===== src/rtl/ram_result_reader.sv =====
// Read-back engine for the ALU result RAM: walks an address window,
// streams each word out with its address and counts zero results.
module ram_result_reader #(
    parameter int DW     = 32,
    parameter int AW     = 4,
    parameter int RD_LAT = 1
) (
    input  logic          clk,
    input  logic          rst_n,
    input  logic          start,
    input  logic [AW-1:0] base_addr,
    input  logic [AW:0]   count,
    output logic          r_en,
    output logic [AW-1:0] addr_r,
    input  logic [DW-1:0] s_RAM,
    output logic [DW-1:0] out_data,
    output logic [AW-1:0] out_addr,
    output logic          out_valid,
    input  logic          out_ready,
    output logic          busy,
    output logic          done,
    output logic [AW:0]   zero_cnt
);

    typedef enum logic [2:0] {
        IDLE,
        ISSUE,
        WAIT,
        PRESENT,
        DONE
    } state_t;

    localparam logic [1:0]    LAT_LAST = 2'(RD_LAT - 1);
    localparam logic [1:0]    LAT_ONE  = 2'd1;
    localparam logic [AW:0]   CNT_ONE  = {{AW{1'b0}}, 1'b1};
    localparam logic [AW-1:0] ADR_ONE  = {{(AW-1){1'b0}}, 1'b1};

    state_t        state_q;
    logic [AW-1:0] cur_addr_q;
    logic [AW:0]   rem_q;
    logic [1:0]    lat_q;
    logic          r_en_q;
    logic [AW-1:0] addr_r_q;
    logic [DW-1:0] out_data_q;
    logic [AW-1:0] out_addr_q;
    logic          out_valid_q;
    logic          busy_q;
    logic          done_q;
    logic [AW:0]   zero_cnt_q;

    // Window sequencer; every output is a register set on state entry.
    always_ff @(posedge clk) begin
        if (!rst_n) begin
            state_q     <= IDLE;
            cur_addr_q  <= '0;
            rem_q       <= '0;
            lat_q       <= '0;
            r_en_q      <= 1'b0;
            addr_r_q    <= '0;
            out_data_q  <= '0;
            out_addr_q  <= '0;
            out_valid_q <= 1'b0;
            busy_q      <= 1'b0;
            done_q      <= 1'b0;
            zero_cnt_q  <= '0;
        end else begin
            unique case (state_q)
                IDLE: begin
                    if (start) begin
                        zero_cnt_q <= '0;
                        busy_q     <= 1'b1;
                        if (count != '0) begin
                            cur_addr_q <= base_addr;
                            rem_q      <= count;
                            r_en_q     <= 1'b1;
                            addr_r_q   <= base_addr;
                            state_q    <= ISSUE;
                        end else begin
                            done_q  <= 1'b1;
                            state_q <= DONE;
                        end
                    end
                end
                ISSUE: begin
                    r_en_q  <= 1'b0;
                    lat_q   <= '0;
                    state_q <= WAIT;
                end
                WAIT: begin
                    if (lat_q == LAT_LAST) begin
                        out_data_q  <= s_RAM;
                        out_addr_q  <= cur_addr_q;
                        out_valid_q <= 1'b1;
                        if (s_RAM == '0) begin
                            zero_cnt_q <= zero_cnt_q + CNT_ONE;
                        end
                        state_q <= PRESENT;
                    end else begin
                        lat_q <= lat_q + LAT_ONE;
                    end
                end
                PRESENT: begin
                    if (out_ready) begin
                        out_valid_q <= 1'b0;
                        rem_q       <= rem_q - CNT_ONE;
                        cur_addr_q  <= cur_addr_q + ADR_ONE;
                        if (rem_q > CNT_ONE) begin
                            r_en_q   <= 1'b1;
                            addr_r_q <= cur_addr_q + ADR_ONE;
                            state_q  <= ISSUE;
                        end else begin
                            done_q  <= 1'b1;
                            state_q <= DONE;
                        end
                    end
                end
                DONE: begin
                    done_q  <= 1'b0;
                    busy_q  <= 1'b0;
                    state_q <= IDLE;
                end
                default: begin
                    state_q <= IDLE;
                end
            endcase
        end
    end

    assign r_en      = r_en_q;
    assign addr_r    = addr_r_q;
    assign out_data  = out_data_q;
    assign out_addr  = out_addr_q;
    assign out_valid = out_valid_q;
    assign busy      = busy_q;
    assign done      = done_q;
    assign zero_cnt  = zero_cnt_q;

endmodule


===== config.mk =====
export PLATFORM = sky130hd
export DESIGN_NAME = ram_result_reader
export DESIGN_NICKNAME = d
export VERILOG_FILES = /design/src/rtl/ram_result_reader.sv
export SDC_FILE = /design/constraint.sdc
export NUM_CORES = 1
export LEC_CHECK = 0
export ABC_AREA = 1
export CORE_MARGIN = 2
export CORE_UTILIZATION = 49
export DETAILED_ROUTE_END_ITERATION = 6
export MAX_ROUTING_LAYER = met4
export PLACE_DENSITY = 0.85
export SYNTH_ARGS = -nofsm -noshare
export SYNTH_HDL_FRONTEND = slang
export SYNTH_SLANG_ARGS = --single-unit

===== constraint.sdc =====
create_clock -name clk -period 3.1 [get_ports clk]
set_input_delay 0.62 -clock clk [delete_from_list [all_inputs] [get_ports clk]]
set_output_delay 0.62 -clock clk [all_outputs]
set_load 0.1 [all_outputs]

Word level (Yosys, flattened, before mapping)
Cells that the tools add are included.
Operators by class
  order comparisons: 1
  equal/unequal tests: 13
  bitwise gates (word level): 0
  shift-type cells: 0
  multiply operators: 0
  mux-type cells: 38
  $add $sub $neg: 4
  divide/modulo/power cells: 0
  reductions and logical operators: 21
Operators by type and width (count)
  32-bit logical NOT: 1
  5-bit 2-to-1 mux: 6
  4-bit 2-to-1 mux: 5
  5-bit case mux with 2 select lines: 2
  2-bit inequality test, second input constant: 9
  4-bit case mux with 2 select lines: 2
  3-bit 2-to-1 mux: 5
  5-bit AND reduction: 3
  3-bit case mux with 4 select lines: 1
  1-bit 2-to-1 mux: 11
  2-bit nonzero test: 5
  4-bit AND reduction: 2
  3-bit by 2-bit equality test with 1-bit output, second input constant: 2
  1-bit case mux with 3 select lines: 2
  2-bit AND reduction: 3
  3-bit AND reduction: 2
  3-bit nonzero test: 2
  5-bit by 1-bit adder with 5-bit output, second input constant: 1
  5-bit by 1-bit > comparator with 1-bit output, second input constant: 1
  5-bit nonzero test: 1
  5-bit by 1-bit subtractor with 5-bit output, second input constant: 1
  4-bit by 1-bit adder with 4-bit output, second input constant: 1
  1-bit case mux with 2 select lines: 2
  2-bit case mux with 2 select lines: 1
  6 further kinds: 6
Storage, ports and cells
  bits in latches: 0
  output and inout bits: 49
  bits in writable memories: 0
  bits in read-only memories: 0
  register bits after elaboration: 63
  memories kept: 0
  word-level logic and storage cells: 89
  input bits: 45

Longest topological paths before layout
  word-level depth: 4
  depth in mapped cells: 10
  depth with buffers taken out: 10

Worst setup path before layout
OpenSTA, ideal clock, no wires.
  path type: reg2reg
  from: reg zero_cnt_q[0] (netlist: zero_cnt[0])
  to: reg zero_cnt_q[2] (netlist: zero_cnt[2])
  stages on the path, launching flop included: 6
  arrival: 1.823 ns
  slack: 1.210 ns
  setup time: 0.067 ns
  path buffers: 0
  clock period less this slack: 1.890 ns
  required time: 3.033 ns
  path through: dfxtp_1 -> ha_1 -> nor2_1 -> nor3b_1 -> nand3_2 -> a21oi_2
Between the ends
  longest elaborated chain between the ends: 4
RTL lines
  start, declared: line 49  | logic [AW:0] zero_cnt_q;
  start signal, assigned: line 95  | zero_cnt_q <= zero_cnt_q + CNT_ONE;
  5-bit by 1-bit adder with 5-bit output: line 95
  5-bit 2-to-1 mux: line 94  | if (s_RAM == '0) begin
  5-bit 2-to-1 mux: line 90  | if (lat_q == LAT_LAST) begin
  5-bit case mux with 2 select lines: line 67  | unique case (state_q)
Every way passes these cells. The select of a mux whose other input is x is not followed.
A chain may end at the register's enable or synchronous reset.

Worst setup path in the final report
  from: reg state_q[0]
  to: reg cur_addr_q[2]
Between the ends
  longest elaborated chain between the ends: 3
  elaborated cells on any way between the ends: 8
  classes of those cells: 4 x eq/ne; 1 x mux; 3 x reduce/logical
RTL lines
  start, declared: line 38  | state_t state_q;
  start signal, assigned: line 54  | state_q <= IDLE;
  start signal, assigned: line 77  | state_q <= ISSUE;
  start signal, assigned: line 80  | state_q <= DONE;
  3-bit by 2-bit equality test with 1-bit output / 3-bit logical NOT (equally long branches): line 67
  2-bit inequality test (no line) / 2-bit nonzero test (equally long branches)
  4-bit AND reduction (no line)
  end signal, assigned: line 73  | cur_addr_q <= base_addr;
  end signal, assigned: line 106  | cur_addr_q <= cur_addr_q + ADR_ONE;
  end, declared: line 39  | logic [AW-1:0] cur_addr_q;
Several ways; a longest one is shown, not always the timed one.

==> results.txt <==
The quantity of hold-fixing buffers added after cts came out at 0. The number of buffers and inverters on the critical path came out at 3. The count of different cell masters after synthesis came out at 33. The placeable core area is 5570 µm².

The number of buffers on the longest clock path is 2. The total number of cells along the worst setup path is 9. The number of antenna violations at the first check in global routing came out at 0. The most numerous cell type found on the critical path is inv_2. The height of the die came out at 80.3 µm. The detailed router finished its first iteration with 120 violations.

Yosys attributes the largest share of cell area to dfxtp_1 (44%), nor2_1 (14%), nand2_1 (5.8%). The final period utilization is 63.6%. The source-to-sink clock delay at the later pin of the worst-skew pair came out at 0.34 ns. The TritonCTS buffer count is 9. The first-pass GRT wire length is 11400 µm. The initial standard-cell utilization of the core is 51.2%. The number of global-route vias before repair is 2624. Setup repair after global routing left no endpoint under its margin. The estimated wirelength of the detail-placed design came out at 4920 µm. The startpoint type of the worst setup path is a flip-flop. The worst min-delay path class is flip-flop to flip-flop.

The share of synthesized area occupied by flip-flops and latches is 44.2%. The critical path goes through nand3_2 -> nor2_2 -> inv_2 -> nand2_2 -> inv_2 -> nand2_2 -> inv_2 -> o21ai_0 -> a21oi_1. The area of combinational cells with multiple inputs came out at 1390 µm².

The kind of critical path is flip-flop to flip-flop. The first detailed-routing pass took 7 iterations. The total number of H-tree levels is 3. The number of hold violations in the final report came out at 0. In this run the clock root is driven by a clkbuf_8. The antenna cell count came out at 0. The endpoint required time on the critical path came out at 3.33 ns.

The routability congestion estimate came out at 0.948. When the netlist entered floorplanning its net count stood at 443. The count of unresolved DRC violations after routing came out at 0. The CTS tree is done. The filler cell count in the final layout is 489. The cell area after synthesis came out at 2860 µm². In the final design database the tool counted 534 nets. The accumulated negative setup slack is 0 ns.

The die covers 6450 µm². Entering global routing, the biggest net connects 53 pins. The worst hold path was traced through 2 stages.

Among all stages on the critical path, the largest delay is contributed by dfxtp_1. Counting I/O delays and the setup requirement, the final critical path takes 1.97 ns. The area fraction of the dominant cell type after synthesis came out at 44.2%. Data on the critical path arrives at its endpoint at 2.20 ns. Max-cap violations in this run came to 0. The relative slew slack came out at 60.1%.

The number of storage elements in the synthesis netlist is 63. The share of flip-flops with an asynchronous set or reset came out at 0%. For this run, the number of Yosys warnings is 0. The maximum fanout count along the critical path is 16.

The kind of cell with the highest combined delay along the critical path is simple AND/OR/NAND/NOR gates. The detailed-route wire length per cell came out at 12.5 µm. The count of final setup violators came out at 0. For the final database, setup skew stands at 0.00849 ns. The number of sinks driven by the clock tree came out at 63. The largest incremental delay on the critical path is 0.48 ns. Summing over every cut layer, the via total after detailed routing is 2875. The post-route antenna net violation count came out at 0. nor2_1 is the most common cell in the netlist. The flow ran to the end, and the final reports show no timing, DRC or antenna violations.

The clock-pin slew of the registers on the worst-case setup and hold paths came out at 0.07 ns. Relative to the synthesized area, the layout overhead comes to 35.8%. The number of top-level pins is 94. The buffer count from post-CTS setup fixing came out at 0. The fmax came out at 0.507 GHz.

The post-cts repair resize count came out at 0. The average footprint of a synthesized cell is 7.27 µm². The cell count after synthesis came out at 393. In the synthesized netlist the dominant register cell turns out to be dfxtp_1. The final-report max-slew violation count came out at 0. The commonest cells after synthesis are nor2_1 (108), dfxtp_1 (63), nand2_1 (44). The area taken by flip-flops and latches is 1260 µm². STA classifies the critical path endpoint as a flip-flop. The count of buffers from port buffering came out at 93. The slew at the pin closest to its max-slew limit came out at 0.598 ns. The synthesized design spends more area on one cell type than any other, namely dfxtp_1. The total number of placement rows is 27. Yosys mapped a number of flops with a built-in enable equal to 0.

The post-route netlist has 19.0% of its cells at a drive strength greater than 1. The cell depth of the worst flop-to-flop path is 9. The global-route congestion overflow total came out at 0.

For this block, the routed nets add up to 7030 µm of wire. The horizontal die dimension is 80.3 µm. Global routing used 23.1% of the available tracks across all layers. After detailed routing, the number of vias per cell comes to 5.12.
-- per-layer routing --
| metal | vias up | wire [µm] | GRT usage [%] |
|---|---|---|---|
| li1 | 1460 | - | - |
| met1 | 1323 | 3160 | 27.9 |
| met2 | 81 | 3390 | 38.1 |
| met3 | 11 | 389 | 5.28 |
| met4 | 0 | 89 | 7.97 |
| met5 | - | 0 | - |
-- layout make-up --
type                            instances  area share [%]
Clock buffer                           13            4.36
Clock inverter                          3            1.03
Inverter                               28            2.78
Multi-Input combinational cell        287            35.8
Sequential cell                        63            32.5
Tap cell                               72            2.32
Timing Repair Buffer                   95            21.2
-- flip-flops by register name (all words and copies together), names as in the netlist --
| name | flops |
|---|---|
| out_addr | 4 |
| cur_addr_q | 4 |
| busy | 1 |
| lat_q | 2 |
| out_valid | 1 |
| addr_r | 4 |
| zero_cnt | 5 |
| rem_q | 5 |
| done | 1 |
| state_q | 3 |
| out_data | 32 |
| r_en | 1 |
-- worst min-delay path, cell delays in order (launching register included) --
cell	delay, ns
dfxtp_1	0.33
nor2_1	0.05
nor2_1	0.07
-- metrics by stage --
step                      setup slack [ns]  instance area, µm²  hold slack [ns]  utilization [%]  instances
after floorplan                       1.21                2860            0.438                -        393
after global placement               0.969                3670            0.454             65.8        545
after detailed placement             0.909                3670            0.464             65.8        545
after CTS                             1.17                3880            0.476             69.6        561
after global routing                 0.958                3880            0.494             69.6        561
final                                 1.13                3880            0.473             69.6        561
-- cells in the final DEF, fill, tap and decap left out --
master           netlist  final
a21oi_2                1      1
inv_4                  1      1
clkbuf_1               6      1
bufinv_16              0      1
or2_2                  2      2
nor2_1               108    108
o21ai_0               32     32
clkinv_2               0      2
o21ai_2                2      2
inv_2                  9      9
nor3_4                 1      1
buf_4                  0     51
dfxtp_1               63     63
nor3b_1                1      1
nand4_1                1      1
nand3_2                3      3
nor2_2                 3      3
nand3_1               12     12
clkdlybuf4s50_1        0     44
a21oi_1               29     29
nor2_8                 1      1
xor2_1                 2      2
mux2i_1                1      1
nor3_2                 1      1
nand2_1               44     44
nor3_1                 2      2
clkbuf_8               0     12
nor2_4                 1      1
xnor2_1                1      1
nand2_2                2      2
o21bai_1               2      2
a211oi_1               2      2
o21ai_1               28     28
inv_1                 18     18
ha_1                   5      5
-- worst paths after layout --
check | slack, ns | startpoint | to
worst max-delay path | 1.13 | state_q[0]$_SDFFE_PN0P_ | cur_addr_q[2]$_SDFFE_PN0P_
worst min-delay path | 0.47 | r_en$_SDFFE_PN0P_ | r_en$_SDFFE_PN0P_
worst max register to register | 1.13 | state_q[0]$_SDFFE_PN0P_ | cur_addr_q[2]$_SDFFE_PN0P_
worst min register to register | 0.47 | r_en$_SDFFE_PN0P_ | r_en$_SDFFE_PN0P_
-- kinds of logic after synthesis --
logic type	synth area share, %
buffers and inverters	7.27
flip-flops	44.2
AO/OA/AOI/OAI	17.6
multiplexers	0.351
adder cells (fa/ha/maj)	2.19
XOR/XNOR	0.920
AND/OR/NAND/NOR	27.5
Power is not shown: default switching activity piles up to over one toggle a cycle in this logic, so the estimate is an artifact.
